File: config.mk
export PLATFORM = sky130hd
export DESIGN_NAME = fifo_push_arbiter_flat
export DESIGN_NICKNAME = d
export VERILOG_FILES = /design/src/rtl/fifo_push_arbiter_pkg.sv /design/src/rtl/fifo_push_arbiter_if.sv /design/src/rtl/fifo_push_arbiter_rr_pick.sv /design/src/rtl/fifo_push_arbiter.sv /design/src/flat_wrapper.sv
export SDC_FILE = /design/constraint.sdc
export NUM_CORES = 1
export LEC_CHECK = 0
export CORE_MARGIN = 4
export CORE_UTILIZATION = 25
export DETAILED_ROUTE_END_ITERATION = 10
export PLACE_DENSITY_LB_ADDON = 0.25
export SLEW_MARGIN = 20
export SYNTH_ARGS = -nofsm -noshare
export SYNTH_HDL_FRONTEND = slang
export SYNTH_SLANG_ARGS = --single-unit
File: constraint.sdc
create_clock -name clk -period 3.8 [get_ports clk]
set_input_delay 0.38 -clock clk [delete_from_list [all_inputs] [get_ports clk]]
set_output_delay 0.38 -clock clk [all_outputs]
set_load 0.03 [all_outputs]
File: src/rtl/fifo_push_arbiter_pkg.sv
// Shared types and helpers for the FIFO push-side round-robin arbiter.
package fifo_arb_pkg;

    typedef enum logic {
        IDLE   = 1'b0,
        LOCKED = 1'b1
    } arb_state_t;

    // Modulo increment that also handles n that is not a power of two.
    function automatic int rr_next(input int ptr, input int n);
        return (ptr >= n - 1) ? 0 : ptr + 1;
    endfunction

endpackage

File: src/rtl/fifo_push_arbiter_if.sv
// Requester-side and FIFO-side push handshake bundle for fifo_push_arbiter.
interface fifo_push_arbiter_if #(
    parameter int NUM_REQ    = 4,
    parameter int DATA_WIDTH = 32
);
    localparam int BW = DATA_WIDTH + 1;

    logic [NUM_REQ-1:0]    req_valid_i;
    logic [NUM_REQ-1:0]    req_last_i;
    logic [NUM_REQ*BW-1:0] req_data_i;
    logic [NUM_REQ-1:0]    req_grant_o;
    logic                  fifo_push_valid_o;
    logic [BW-1:0]         fifo_push_data_o;
    logic                  fifo_push_grant_i;

    modport slave (
        input  req_valid_i, req_last_i, req_data_i, fifo_push_grant_i,
        output req_grant_o, fifo_push_valid_o, fifo_push_data_o
    );

    modport master (
        output req_valid_i, req_last_i, req_data_i, fifo_push_grant_i,
        input  req_grant_o, fifo_push_valid_o, fifo_push_data_o
    );
endinterface

File: src/rtl/fifo_push_arbiter_rr_pick.sv
// Combinational round-robin search: first valid requester at or above i_ptr, wrapping.
module rr_pick #(
    parameter int NUM_REQ = 4,
    parameter int IDX_W   = $clog2(NUM_REQ)
) (
    input  logic [NUM_REQ-1:0] i_valid,
    input  logic [IDX_W-1:0]   i_ptr,
    output logic               o_found,
    output logic [IDX_W-1:0]   o_idx
);
    int unsigned w_cand;

    // Scan offsets from farthest to nearest so the nearest hit wins.
    always_comb begin
        o_found = 1'b0;
        o_idx   = '0;
        w_cand  = 0;
        for (int k = NUM_REQ - 1; k >= 0; k--) begin
            w_cand = int'(i_ptr) + k;
            if (w_cand >= NUM_REQ) w_cand = w_cand - NUM_REQ;
            if (i_valid[w_cand]) begin
                o_found = 1'b1;
                o_idx   = IDX_W'(w_cand);
            end
        end
    end
endmodule

File: src/rtl/fifo_push_arbiter.sv
// Round-robin arbiter sharing one FIFO push port among NUM_REQ bursting requesters.
//   state  | meaning
//   IDLE   | round-robin pick from rr_ptr each cycle; single-beat bursts stay here
//   LOCKED | owner holds the port until its last beat or MAX_BURST beats
module fifo_push_arbiter
    import fifo_arb_pkg::*;
#(
    parameter int  NUM_REQ    = 4,
    parameter int  DATA_WIDTH = 32,
    parameter int  MAX_BURST  = 8,
    localparam int IDX_W      = $clog2(NUM_REQ)
) (
    input  logic               clk,
    input  logic               rst_n,
    fifo_push_arbiter_if.slave bus,
    output logic [IDX_W-1:0]   owner_o,
    output logic               locked_o,
    output logic               trunc_o
);
    localparam int BW    = DATA_WIDTH + 1;
    localparam int CNT_W = $clog2(MAX_BURST + 1);
    localparam logic [CNT_W-1:0] CNT_LAST = CNT_W'(MAX_BURST - 1);

    arb_state_t       r_state, w_state_nxt;
    logic [IDX_W-1:0] r_rr_ptr, w_rr_ptr_nxt;
    logic [IDX_W-1:0] r_owner, w_owner_nxt;
    logic [CNT_W-1:0] r_beat_cnt, w_beat_cnt_nxt;
    logic             r_trunc, w_trunc_nxt;

    logic             w_found;
    logic [IDX_W-1:0] w_pick_idx;
    logic [IDX_W-1:0] w_sel;
    logic             w_sel_valid;
    logic             w_sel_last;
    logic             w_accept;
    logic [IDX_W-1:0] w_sel_inc;

    rr_pick #(
        .NUM_REQ (NUM_REQ),
        .IDX_W   (IDX_W)
    ) u_rr_pick (
        .i_valid (bus.req_valid_i),
        .i_ptr   (r_rr_ptr),
        .o_found (w_found),
        .o_idx   (w_pick_idx)
    );

    assign w_sel       = (r_state == LOCKED) ? r_owner : w_pick_idx;
    assign w_sel_valid = bus.req_valid_i[w_sel];
    assign w_sel_last  = bus.req_last_i[w_sel];
    assign w_accept    = rst_n && w_sel_valid && bus.fifo_push_grant_i;
    assign w_sel_inc   = IDX_W'(rr_next(int'(w_sel), NUM_REQ));

    // Outputs are gated by rst_n so they are quiet for the whole reset window.
    always_comb begin
        bus.req_grant_o        = '0;
        bus.req_grant_o[w_sel] = w_accept;
        bus.fifo_push_valid_o  = rst_n && w_sel_valid;
        bus.fifo_push_data_o   = rst_n ? bus.req_data_i[int'(w_sel)*BW +: BW] : '0;
    end

    always_ff @(posedge clk or negedge rst_n) begin
        if (!rst_n) begin
            r_state    <= IDLE;
            r_rr_ptr   <= '0;
            r_owner    <= '0;
            r_beat_cnt <= '0;
            r_trunc    <= 1'b0;
        end else begin
            r_state    <= w_state_nxt;
            r_rr_ptr   <= w_rr_ptr_nxt;
            r_owner    <= w_owner_nxt;
            r_beat_cnt <= w_beat_cnt_nxt;
            r_trunc    <= w_trunc_nxt;
        end
    end

    always_comb begin
        w_state_nxt    = r_state;
        w_rr_ptr_nxt   = r_rr_ptr;
        w_owner_nxt    = r_owner;
        w_beat_cnt_nxt = r_beat_cnt;
        w_trunc_nxt    = 1'b0;
        case (r_state)
            IDLE: begin
                // Tracking the pick keeps owner_o steady when nobody is valid.
                if (w_found) w_owner_nxt = w_pick_idx;
                if (w_accept) begin
                    if (w_sel_last || MAX_BURST == 1) begin
                        w_rr_ptr_nxt = w_sel_inc;
                    end else begin
                        w_state_nxt    = LOCKED;
                        w_beat_cnt_nxt = CNT_W'(1);
                    end
                end
            end
            LOCKED: begin
                if (w_accept) begin
                    if (w_sel_last || r_beat_cnt == CNT_LAST) begin
                        w_state_nxt    = IDLE;
                        w_rr_ptr_nxt   = w_sel_inc;
                        w_beat_cnt_nxt = '0;
                        w_trunc_nxt    = !w_sel_last;
                    end else begin
                        w_beat_cnt_nxt = r_beat_cnt + CNT_W'(1);
                    end
                end
            end
            default: w_state_nxt = IDLE;
        endcase
    end

    assign owner_o  = (r_state == IDLE && w_found) ? w_pick_idx : r_owner;
    assign locked_o = (r_state == LOCKED);
    assign trunc_o  = r_trunc;
endmodule

File: src/flat_wrapper.sv
// flat-port wrapper written by rule: the top's interface ports become plain ports
module fifo_push_arbiter_flat import fifo_arb_pkg::*;
#(
    parameter int  NUM_REQ    = 4,
    parameter int  DATA_WIDTH = 32,
    parameter int  MAX_BURST  = 8,
    localparam int IDX_W      = $clog2(NUM_REQ)
)
  (clk, rst_n, owner_o, locked_o, trunc_o, bus_req_valid_i, bus_req_last_i, bus_req_data_i, bus_fifo_push_grant_i, bus_req_grant_o, bus_fifo_push_valid_o, bus_fifo_push_data_o);
  fifo_push_arbiter_if #(.NUM_REQ(NUM_REQ), .DATA_WIDTH(DATA_WIDTH)) bus_i ();
  input  logic clk;
  input  logic rst_n;
  output logic [IDX_W-1:0] owner_o;
  output logic locked_o;
  output logic trunc_o;
  input wire logic [$bits(bus_i.req_valid_i)-1:0] bus_req_valid_i;
  input wire logic [$bits(bus_i.req_last_i)-1:0] bus_req_last_i;
  input wire logic [$bits(bus_i.req_data_i)-1:0] bus_req_data_i;
  input wire logic [$bits(bus_i.fifo_push_grant_i)-1:0] bus_fifo_push_grant_i;
  output wire logic [$bits(bus_i.req_grant_o)-1:0] bus_req_grant_o;
  output wire logic [$bits(bus_i.fifo_push_valid_o)-1:0] bus_fifo_push_valid_o;
  output wire logic [$bits(bus_i.fifo_push_data_o)-1:0] bus_fifo_push_data_o;
  assign bus_i.req_valid_i = bus_req_valid_i;
  assign bus_i.req_last_i = bus_req_last_i;
  assign bus_i.req_data_i = bus_req_data_i;
  assign bus_i.fifo_push_grant_i = bus_fifo_push_grant_i;
  assign bus_req_grant_o = bus_i.req_grant_o;
  assign bus_fifo_push_valid_o = bus_i.fifo_push_valid_o;
  assign bus_fifo_push_data_o = bus_i.fifo_push_data_o;
  fifo_push_arbiter #(.NUM_REQ(NUM_REQ), .DATA_WIDTH(DATA_WIDTH), .MAX_BURST(MAX_BURST)) u_core (.clk(clk), .rst_n(rst_n), .bus(bus_i), .owner_o(owner_o), .locked_o(locked_o), .trunc_o(trunc_o));
endmodule
# After elaboration in Yosys (flattened, before gate mapping)
# Cells that the tools add are included.
# word_totals
ff_bits	10
input_bits	143
out_inout_bits	42
word_cells	92
# op_classes
add_sub_neg	9
mul	1
order_cmp	11
n_eq_ne	6
shifts	1
n_mux	48
n_bitwise	2
n_reduce_logical	9
# ops
op	n
132-bit by 32-bit variable part select with 33-bit output	1
32-bit by 3-bit less-than comparator with 1-bit output, second input constant	4
32-bit 2-to-1 mux	4
33-bit 2-to-1 mux	1
32-bit by 3-bit >= comparator with 1-bit output, second input constant	1
32-bit by 3-bit subtractor with 32-bit output, second input constant	1
2-bit 2-to-1 mux	11
1-bit 2-to-1 mux	18
4-bit 2-to-1 mux	4
1-bit binary-select mux with 2-bit select	6
2-bit by 6-bit multiplier with 8-bit output, second input constant	1
4-bit one-hot mux with 2 select lines	1
3-bit by 3-bit subtractor with 4-bit output, second input constant	2
2-bit by 2-bit adder with 3-bit output, second input constant	2
3-bit >= comparator, second input constant	2
2-bit != test, second input constant	3
4-bit by 1-bit adder with 4-bit output, second input constant	1
4-bit AND	1
4-bit by 3-bit == test with 1-bit output, second input constant	1
1-bit logical AND	4
2-bit by 1-bit != test with 1-bit output, second input constant	2
2-bit one-hot mux with 2 select lines	1
4-bit AND reduction	1
2-bit by 3-bit subtractor with 4-bit output, second input constant	1
other kinds (13)	13

# Longest topological paths before layout
# logic_depth
word_depth	16
depth_mapped	9

# By module
# A second synthesis with hierarchy kept.
# hier_totals
hier_cells	169
hier_area_um2	1884.3
# by_module_without_submodules
mod	instances	cells_per_inst	area_per_inst_um2
fifo_push_arbiter	1	156	1806.7
rr_pick	1	13	77.6

# Least setup slack after synthesis
# No wires, ideal clock.
# synth_path
kind	register to output
startpoint	register u_core.r_state, in the netlist u_core.locked_o
endpoint	output bus_fifo_push_data_o[23]
arrival_time_ns	2.239
required_ns	3.420
path_slack_ns	1.181
stages_incl_launch_ff	10
cell_sequence	dfrtp_1 -> clkbuf_1 -> nand2_1 -> nand3_1 -> clkinv_1 -> clkbuf_1 -> clkbuf_1 -> nand2_1 -> nand3_1 -> and3_1
# synth_between
elab_chain_cells	4
# synth_lines
item	line	rtl
from (decl)	fifo_push_arbiter.sv:24	arb_state_t r_state, w_state_nxt;
from (signal assigned)	fifo_push_arbiter.sv:70	r_state <= w_state_nxt;
2-bit 2-to-1 mux	fifo_push_arbiter.sv:48	assign w_sel = (r_state == LOCKED) ? r_owner : w_pick_idx;
2-bit by 6-bit multiplier with 8-bit output	fifo_push_arbiter.sv:59	bus.fifo_push_data_o = rst_n ? bus.req_data_i[int'(w_sel)*BW +: BW] : '0;
132-bit by 32-bit variable part select with 33-bit output	fifo_push_arbiter.sv:59	
33-bit 2-to-1 mux	fifo_push_arbiter.sv:59	
to (decl)	flat_wrapper.sv:22	output wire logic [$bits(bus_i.fifo_push_data_o)-1:0] bus_fifo_push_data_o;
# Every way passes these cells.

# Worst setup path after layout
# layout_path
startpoint	input bus_req_valid_i[0]
endpoint	output bus_req_grant_o[0]
# layout_between
elab_chain_cells	12
# layout_lines
item	line	rtl
from (decl)	flat_wrapper.sv:16	input wire logic [$bits(bus_i.req_valid_i)-1:0] bus_req_valid_i;
1-bit binary-select mux with 2-bit select	fifo_push_arbiter_rr_pick.sv:21	if (i_valid[w_cand]) begin
1-bit 2-to-1 mux (not written as such)	fifo_push_arbiter_rr_pick.sv:21	
2-bit 2-to-1 mux (4 in a row)	fifo_push_arbiter_rr_pick.sv:21	
2-bit 2-to-1 mux	fifo_push_arbiter.sv:48	
2-bit by 3-bit less-than comparator with 1-bit output (not written as such), or another cell as far along	fifo_push_arbiter.sv:57	bus.req_grant_o[w_sel] = w_accept;
1-bit logical AND (not written as such) / 1-bit 2-to-1 mux (equally long branches)	fifo_push_arbiter.sv:57, fifo_push_arbiter.sv:49	
1-bit 2-to-1 mux (not written as such) / 1-bit logical AND (equally long branches)	fifo_push_arbiter.sv:57, fifo_push_arbiter.sv:51	
1-bit demux with 2-bit select / 1-bit logical AND (equally long branches)	-	
4-bit AND (no source line) (*)	-	
to (decl)	flat_wrapper.sv:20	output wire logic [$bits(bus_i.req_grant_o)-1:0] bus_req_grant_o;
# Mark *: on every way between the ends. The rest lies on a longest branch, timed or not. The select of a mux whose other input is x is not followed.

==> out/results.txt <==
Status: complete, no violations
Ports: 185
Die ar.: 9020 µm²
Setup TNS: 0 ns
Layout cell share with drive strength beyond 1: 0.104
Syn_area_per_cell: 5.54 µm²
Total Nets Final: 660
Maximum vdd drop: 0.394 mV
Final hold violation count: 0
Worst Setup Slack post-DPL: 0.340 ns
Std cell rows: 31
First drt pass iteration count: 4
Htree depth: 1
Most common cell after layout, fill and taps aside: clkdlybuf4s50_1
Fmax: 0.286 GHz
Crit share post-route: 0.920
Global-route wire length before repair: 13,400 µm
Crit path largest cell delay: 0.67 ns
Iteration-0 DRC Markers: 132
Yosys top cell area share: 0.274
Post-DR wirelength/cell: 14.9 µm
CP bufs+invs: 3
Final ANT Viol Nets: 0
Number of cells produced by synthesis: 341
Area Growth Syn to Fin: 99.9%
HP Class: flop to flop
Initial antenna violation count: 0
Ys Warns: 0
Post-Route WL: 9090 µm
DRC: 0
Largest net degree at the start of global routing: 53
Placer congestion estimate: 0.943
Routed vias: 2,983
Crit path kind: primary input to primary output
Design Power: 0.00264 W
Max-slew headroom: 0.653
Worst-path cell chain: clkdlybuf4s50_1, a21oi_1, or3b_1, a32o_1, clkinv_1, o2111a_1, and2_1, clkdlybuf4s50_1
Synthesized area: 1890 µm²
Max clock buf depth: 2
Core area: 7290 µm²
Synthesized flop and latch total: 10
Resize count post-CTS: 0
Actual slew at the worst max-slew pin: 0.520 ns
Final setup vio count: 0
PwrDens: 699 nW/µm²
Mapped Nets: 489
TritonCTS Buffers: 3
CP max stage cell: clkdlybuf4s50_1
Critical path fanouts, max: 11
Ant. Diodes: 0
Sequential element share of the synthesized area: 0.132
Max Cap Viol: 0
Post-route clock skew: 0.00324 ns
Crit. End Element: primary output
Vias in the first global route: 2,749
Worst path required time: 3.42 ns
Die W: 95.0 µm
Critical Path AT: 3.12 ns
Count of final max-slew check failures: 0
IO Port Bufs: 184
Root Buffer: clkbuf_8
Fin worst setup slack: 0.305 ns
Vias per cell: 4.89
Post-CTS setup buffers: 0
Post-synth cell types: 31
Layout fillers: 740
Minimum clock period: 3.50 ns
RSZ-0062 raised after global routing: no
Post-route cell area: 3780 µm²
Top cell type by total area after synthesis: nand2_1
CP Launch Type: primary input
Main area contributors after synthesis: nand2_1 (27%), nand3_1 (19%), dfrtp_1 (13%)
Total global routing overflow: 0
Dpl cell area: 3720 µm²
Clk_lat worst skew: 0.24 ns
Initial Util: 0.259
Clock Pin Slew Worst Setup and Hold Paths: 0.05 ns
Hold Buf Count CTS: 0
CTS tree: yes
Global Route Usage Sum: 0.185
Height of the die: 95.0 µm
Static leakage: 1.74 nW
Clock sink count: 10
Family with the most delay on the worst path: buffers and inverters
Detailed Place HPWL: 7060 µm
Most frequent cells in the layout: clkdlybuf4s50_1 (150), nand2_1 (138), nand3_1 (69)
Most frequent cell on the critical path: clkdlybuf4s50_1
## power by group
part           switching (W)  total [W]  internal (W)
registers          0.0000616   0.000213      0.000152
logic                0.00139    0.00229      0.000894
clock network      0.0000478   0.000139     0.0000916
## worst register-to-register path: stages, from the launching register on
cell,delay [ns]
dfrtp_1,0.44
a21oi_1,0.09
or3b_1,0.37
a32o_1,0.28
clkinv_1,0.12
buf_4,0.36
a21oi_1,0.07
a22o_1,0.34
a21boi_4,0.20
mux2_2,0.34
## synthesized netlist by cell type
master / n
mux2_2: 3
a21oi_1: 6
dfrtp_1: 10
a31oi_1: 1
and3_1: 34
or2_2: 1
o2111a_1: 1
a21o_1: 1
o21ai_0: 3
a221o_1: 1
a22o_1: 1
clkinv_1: 2
nand2_1: 138
nand4b_1: 1
buf_6: 2
a32o_1: 3
a21boi_4: 1
o2bb2ai_1: 2
nand3b_1: 1
nor2b_1: 2
o2111ai_1: 2
or3b_1: 1
buf_1: 6
ha_1: 5
nand2b_1: 5
nand3_1: 70
and2_1: 7
clkbuf_1: 18
nor3_1: 2
inv_1: 3
nor2_1: 8
## stage by stage
stage,cells,hold slack [ns],utilization
2_1_floorplan,341,0.0844,-
3_3_place_gp,606,0.511,0.511
3_5_place_dp,606,0.535,0.511
4_1_cts,610,0.545,0.518
5_1_grt,610,0.573,0.518
6_report,610,0.542,0.518
## flip-flops by register name (all words and copies together) (netlist names)
register,cells
u_core.r_owner,2
u_core.r_rr_ptr,2
u_core.trunc_o,1
u_core.r_beat_cnt,4
u_core.locked_o,1
## routing by layer
| layer | global-route usage | part of all wire | up-vias |
|---|---|---|---|
| met5 | 0 | 0 | - |
| met4 | 0.0337 | 0.013 | 0 |
| met3 | 0.0542 | 0.10 | 15 |
| met2 | 0.338 | 0.50 | 137 |
| met1 | 0.213 | 0.38 | 1340 |
| li1 | - | - | 1491 |
## cell families (layout without fill, tap and decap cells)
group                      count (synthesis)  in the layout  synth area share
and+or+nand+nor                          270            270             0.656
buffers and inverters                     31            201            0.0695
AOI/OAI and AO/OA                         22             22            0.0913
DFF                                       10             10             0.132
adders and majority gates                  5              5            0.0331
muxes                                      3              3            0.0179
## final cells by class
type / count / area (µm²) / area share
repair buffers: 192 / 1820 / 0.481
inverters: 5 / 18.8 / 0.00497
flip-flops and latches: 10 / 250 / 0.0662
well taps: 99 / 124 / 0.0328
clock buffers: 4 / 55.1 / 0.0146
multi-input cells: 300 / 1510 / 0.401
## final timing paths
check,startpoint,endpoint,slack (ns),cells after the start
worst min register to register,u_core.r_beat_cnt[3]$_DFFE_PN0P_,u_core.r_beat_cnt[3]$_DFFE_PN0P_,0.54,1
worst min-delay path,u_core.r_beat_cnt[3]$_DFFE_PN0P_,u_core.r_beat_cnt[3]$_DFFE_PN0P_,0.54,1
worst max register to register,u_core.r_rr_ptr[1]$_DFFE_PN0P_,u_core.r_rr_ptr[1]$_DFFE_PN0P_,1.06,9
worst max-delay path,bus_req_valid_i[0],bus_req_grant_o[0],0.30,8
max in group asynchronous,rst_n,u_core.r_owner[1]$_DFFE_PN0P_,2.90,2
min in group asynchronous,rst_n,u_core.r_owner[0]$_DFFE_PN0P_,0.59,2
No activity file was read; power rests on OpenSTA's default activity.
